--- src/rtl/fetch_ctrl.sv ---
// Instruction-fetch sequencer: issues one bus read per PC value, parks data across
// downstream stalls, defers taken branches and drains reads killed by a flush.
module fetch_ctrl (
    input  logic        clk,
    input  logic        rst,
    input  logic [31:0] pc,
    input  logic        inst_en,
    input  logic        stall_ext,
    input  logic        flush,
    input  logic        br_flag_i,
    input  logic [31:0] br_addr_i,
    output logic        pc_stall,
    output logic        pc_br_flag,
    output logic [31:0] pc_br_addr,
    output logic        ibus_req,
    output logic [31:0] ibus_addr,
    input  logic        ibus_ack,
    input  logic [31:0] ibus_rdata,
    output logic [31:0] if_pc,
    output logic [31:0] if_inst,
    output logic        if_valid
);

    typedef enum logic [1:0] {
        ST_IDLE  = 2'd0,
        ST_FETCH = 2'd1,
        ST_HOLD  = 2'd2,
        ST_DROP  = 2'd3
    } state_t;

    state_t      state_r;
    logic [31:0] addr_r;
    logic [31:0] buf_r;
    logic        br_pend_r;
    logic [31:0] br_tgt_r;

    // Bus request, PC stall and branch forwarding decoded from the current state.
    always_comb begin
        ibus_req  = 1'b0;
        ibus_addr = pc;
        pc_stall  = 1'b0;
        case (state_r)
            ST_IDLE: begin
                ibus_req = 1'b0;
                pc_stall = 1'b0;
            end
            ST_FETCH: begin
                ibus_req  = 1'b1;
                ibus_addr = pc;
                pc_stall  = ~(ibus_ack & ~stall_ext);
            end
            ST_HOLD: begin
                ibus_req = 1'b0;
                pc_stall = stall_ext;
            end
            ST_DROP: begin
                ibus_req  = 1'b1;
                ibus_addr = addr_r;
                pc_stall  = 1'b1;
            end
            default: begin
                ibus_req = 1'b0;
                pc_stall = 1'b0;
            end
        endcase
        pc_br_flag = br_pend_r | br_flag_i;
        pc_br_addr = br_pend_r ? br_tgt_r : br_addr_i;
    end

    // Deferred branch: captured while the PC is stalled, released once it can move.
    always_ff @(posedge clk) begin
        if (rst) begin
            br_pend_r <= 1'b0;
            br_tgt_r  <= 32'd0;
        end else if (flush) begin
            br_pend_r <= 1'b0;
        end else if (!pc_stall) begin
            br_pend_r <= 1'b0;
        end else if (br_flag_i && !br_pend_r) begin
            br_pend_r <= 1'b1;
            br_tgt_r  <= br_addr_i;
        end
    end

    // Fetch sequencer and IF/ID register.
    always_ff @(posedge clk) begin
        if (rst) begin
            state_r  <= ST_IDLE;
            addr_r   <= 32'd0;
            buf_r    <= 32'd0;
            if_pc    <= 32'd0;
            if_inst  <= 32'd0;
            if_valid <= 1'b0;
        end else if (flush) begin
            if_valid <= 1'b0;
            case (state_r)
                ST_IDLE:  state_r <= ST_IDLE;
                ST_FETCH: begin
                    addr_r  <= pc;
                    // An unacknowledged read must still be drained before refetching.
                    state_r <= ibus_ack ? ST_FETCH : ST_DROP;
                end
                ST_HOLD:  state_r <= ST_FETCH;
                ST_DROP:  state_r <= ST_DROP;
                default:  state_r <= ST_IDLE;
            endcase
        end else begin
            case (state_r)
                ST_IDLE: begin
                    if (inst_en) begin
                        state_r <= ST_FETCH;
                    end
                end
                ST_FETCH: begin
                    addr_r <= pc;
                    if (ibus_ack && !stall_ext) begin
                        if_pc    <= pc;
                        if_inst  <= ibus_rdata;
                        if_valid <= 1'b1;
                    end else if (ibus_ack) begin
                        buf_r   <= ibus_rdata;
                        state_r <= ST_HOLD;
                    end else if (!stall_ext) begin
                        if_valid <= 1'b0;
                    end
                end
                ST_HOLD: begin
                    if (!stall_ext) begin
                        if_pc    <= pc;
                        if_inst  <= buf_r;
                        if_valid <= 1'b1;
                        state_r  <= ST_FETCH;
                    end
                end
                ST_DROP: begin
                    if (ibus_ack) begin
                        state_r <= ST_FETCH;
                    end
                end
                default: state_r <= ST_IDLE;
            endcase
        end
    end

endmodule
--- config.mk ---
export PLATFORM = sky130hd
export DESIGN_NAME = fetch_ctrl
export DESIGN_NICKNAME = d
export VERILOG_FILES = /design/src/rtl/fetch_ctrl.sv
export SDC_FILE = /design/constraint.sdc
export NUM_CORES = 1
export LEC_CHECK = 0
export ABC_AREA = 1
export CORE_MARGIN = 4
export CORE_UTILIZATION = 48
export CTS_BUF_LIST = sky130_fd_sc_hd__clkbuf_4
export CTS_CLUSTER_SIZE = 24
export DETAILED_ROUTE_END_ITERATION = 6
export PLACE_DENSITY = 0.8
export SLEW_MARGIN = 20
export SYNTH_ARGS = -nofsm -noshare
export SYNTH_HDL_FRONTEND = slang
export SYNTH_SLANG_ARGS = --single-unit
--- constraint.sdc ---
create_clock -name clk -period 2 [get_ports clk]
set_clock_uncertainty 0.05 [all_clocks]
set_input_delay 0.4 -clock clk [delete_from_list [all_inputs] [get_ports clk]]
set_output_delay 0.4 -clock clk [all_outputs]
set_load 0.1 [all_outputs]
==> flow_summary.json <==
{
  "synth_cell_type_count": 25,
  "endpoint_kind": "output pin",
  "synth.area.top_cells": "dfxtp_1 (46%), nand2_1 (9.8%), a21oi_1 (8.3%), o21ai_0 (7.2%), nor2_1 (5.1%)",
  "synth_seq_cells": 164,
  "synth_top_area_cell": "dfxtp_1",
  "cts_sinks": 164,
  "cp-start-kind": "flip-flop",
  "grt_max_degree": 66,
  "remaining_drc_errors": 0,
  "grt_util_all_layers_pct": 27.4,
  "fp-row-count": 44,
  "cts_inserted_buffers": 17,
  "final_cells": 1400,
  "ctsHoldBuffers": 0,
  "violations": "setup timing",
  "setup_ws_ns": -0.232,
  "hpwl_um": 14400,
  "max_freq_mhz": 448,
  "relSlewSlack_pct": 73.6,
  "cts_tree": "yes",
  "dieArea_sq_um": 16800,
  "postRouteAntennaNets": 0,
  "period_minus_slack_ns": 2.23,
  "cts.path.max_buffers": 2,
  "rr_worst_depth": 7,
  "grt_pass1_wl_um": 36400,
  "vias": 7553,
  "synth_cells": 976,
  "rsz0062_at_grt": "true",
  "drive_above_1_share_pct": 28.6,
  "synth_top_area_share_pct": 46.1,
  "worstPathRequired_ns": 1.55,
  "die_height_um": 130,
  "gp_routability_congestion": 0.820,
  "cap_viol_max_count": 0,
  "hp-class": "reg -> reg",
  "start_util_pct": 49.0,
  "die_w_um": 130,
  "hold_viol": 0,
  "cts_max_level": 4,
  "core_area_sq_um": 14500,
  "wl_per_cell_um": 17.8,
  "insertion_delay_ns": 0.57,
  "syn_area_sq_um": 7120,
  "grt_remaining_overflow": 0,
  "cp_data_arrival_time_ns": 1.78,
  "worstSetupPathType": "reg -> out",
  "ys_seq_area_share_pct": 46.1,
  "nFillCells": 925,
  "cellPowerDensity_nw_per_um2": 833,
  "worst_slew_pin_slew_ns": 0.397,
  "cts.clk_slew.worst_paths_ns": 0.14,
  "ios": 235,
  "holdPathStages": 2,
  "setup_viol": 66,
  "grt_pass1_vias": 7155,
  "crit_fanout": 8,
  "dr.pass1.iters": 5,
  "root_buffer": "clkbuf_4",
  "wl_um": 24900,
  "syn2layout_area_growth_pct": 62.3,
  "ir_drop_uv": 587,
  "timing.setup.tns_ns": -8.26,
  "slew_violations": 0,
  "dp.cells": 1353,
  "n_antenna_cell": 0,
  "syn_nets": 1079,
  "nets": 1307,
  "period_share_pct": 112,
  "drtIter0Drc": 470,
  "leakagePower_uw": 0.00501,
  "status": "finished with violations",
  "vias_per_cell": 5.40,
  "antenna_found_initial": 0,
  "port_buffers": 234,
  "postSynthAreaPerCell_sq_um": 7.29,
  "yosysWarnings": 0
}
==> registers in the layout, summed over array words and instances (netlist names) <==
name / flops
br_tgt_r: 32
state_r: 2
if_inst: 32
if_valid: 1
if_pc: 32
addr_r: 32
buf_r: 32
br_pend_r: 1
==> metrics by stage <==
stage                     utilization [%]  hold WS (ns)  total power (uW)  instance area (sq um)  worst slack, ns
after floorplan                         -         0.375              6150                   7120           0.0171
after global placement               70.1         0.381              7350                  10200          -0.0413
after detailed placement             70.1         0.385              7400                  10200           -0.122
after CTS                            78.0         0.361              9540                  11300           -0.279
after global routing                 79.5         0.390             10000                  11500           -0.289
final                                79.5         0.401              9630                  11500           -0.232
==> routing by layer <==
metal | track usage, % | share of wire [%] | up-vias
li1 | - | - | 3632
met1 | 31.1 | 37 | 3504
met2 | 47.5 | 50 | 354
met3 | 9.09 | 9.5 | 63
met4 | 11.1 | 3.2 | 0
met5 | 0 | 0 | -
==> worst max-delay path, cell delays in order (launching register included) <==
cell and delay (ns):
dfxtp_4 0.42, nand2_8 0.10, clkbuf_16 0.20, mux2_4 0.32, buf_12 0.17
==> cell families (layout without fill, tap and decap cells) <==
kind of cell / count (synthesis) / after routing / share of synthesized area (%)
simple gates: 345 / 345 / 20.0
compound gates: 267 / 267 / 18.8
buf+inv: 168 / 408 / 10.1
flops: 164 / 164 / 46.1
mux: 32 / 32 / 5.06
==> cells in the mapped netlist <==
master,number
nand3_2,1
inv_2,3
dfxtp_1,164
nor4_1,1
inv_4,1
nor3b_4,1
nor2_1,97
inv_1,91
nand3_1,51
o21ai_1,47
a21oi_1,118
nand2_1,185
nor2_2,1
nand4_1,1
nor3_1,1
clkbuf_1,38
buf_4,8
nand3_4,1
nor3b_1,1
nand2_2,3
buf_2,24
mux2_2,32
nand2_4,1
buf_6,3
o21ai_0,102
==> cell type report <==
class / count / area (sq um) / area share [%]
inverter: 95 / 377 / 3.26
sequential: 164 / 3290 / 28.5
timing repair buffer: 282 / 3510 / 30.4
clock buffer: 18 / 135 / 1.17
clock inverter: 13 / 135 / 1.17
multi-input combinational: 644 / 3870 / 33.5
tap: 184 / 230 / 1.99
==> final timing paths <==
path	startpoint	to	slack (ns)
max	state_r[1]$_SDFFE_PP0P_	ibus_addr[11]	-0.23
min	if_inst[14]$_SDFFE_PP0P_	if_inst[14]$_SDFFE_PP0P_	0.40
max reg2reg	br_pend_r$_SDFFE_PP0P_	br_tgt_r[31]$_SDFFE_PP0P_	0.08
min reg2reg	if_inst[14]$_SDFFE_PP0P_	if_inst[14]$_SDFFE_PP0P_	0.40
==> what timing repair did <==
item / CTS / global route
gates resized for setup: 178 / 57
setup endpoints to repair: 66 / 70
cloned: 7 / 3
setup buffers: 9 / 2
pin swaps: 25 / 17
==> where the power goes <==
part	internal (uW)	switching (uW)
registers	3530	169
logic	1350	2670
clock network	742	1160
==> placed cells by master (no fill, tap or decap), types with 2 or more instances in the layout <==
cell type,n
dfxtp_1,161
a21oi_1,118
o21ai_0,102
clkdlybuf4s50_1,102
nand2_1,98
nor2_1,96
buf_4,90
inv_1,88
buf_12,81
nand2_4,79
nand3_1,49
o21ai_1,47
mux2_4,24
clkbuf_4,18
nand2_2,10
mux2_2,8
inv_2,5
clkinvlp_4,5
dfxtp_4,3
clkinv_1,3
buf_16,3
clkbuf_16,3
buf_6,3
nand2_8,2
nand3_2,2
nand3_4,2
inv_6,2
bufinv_16,2
(Power assumes the default switching activity.)
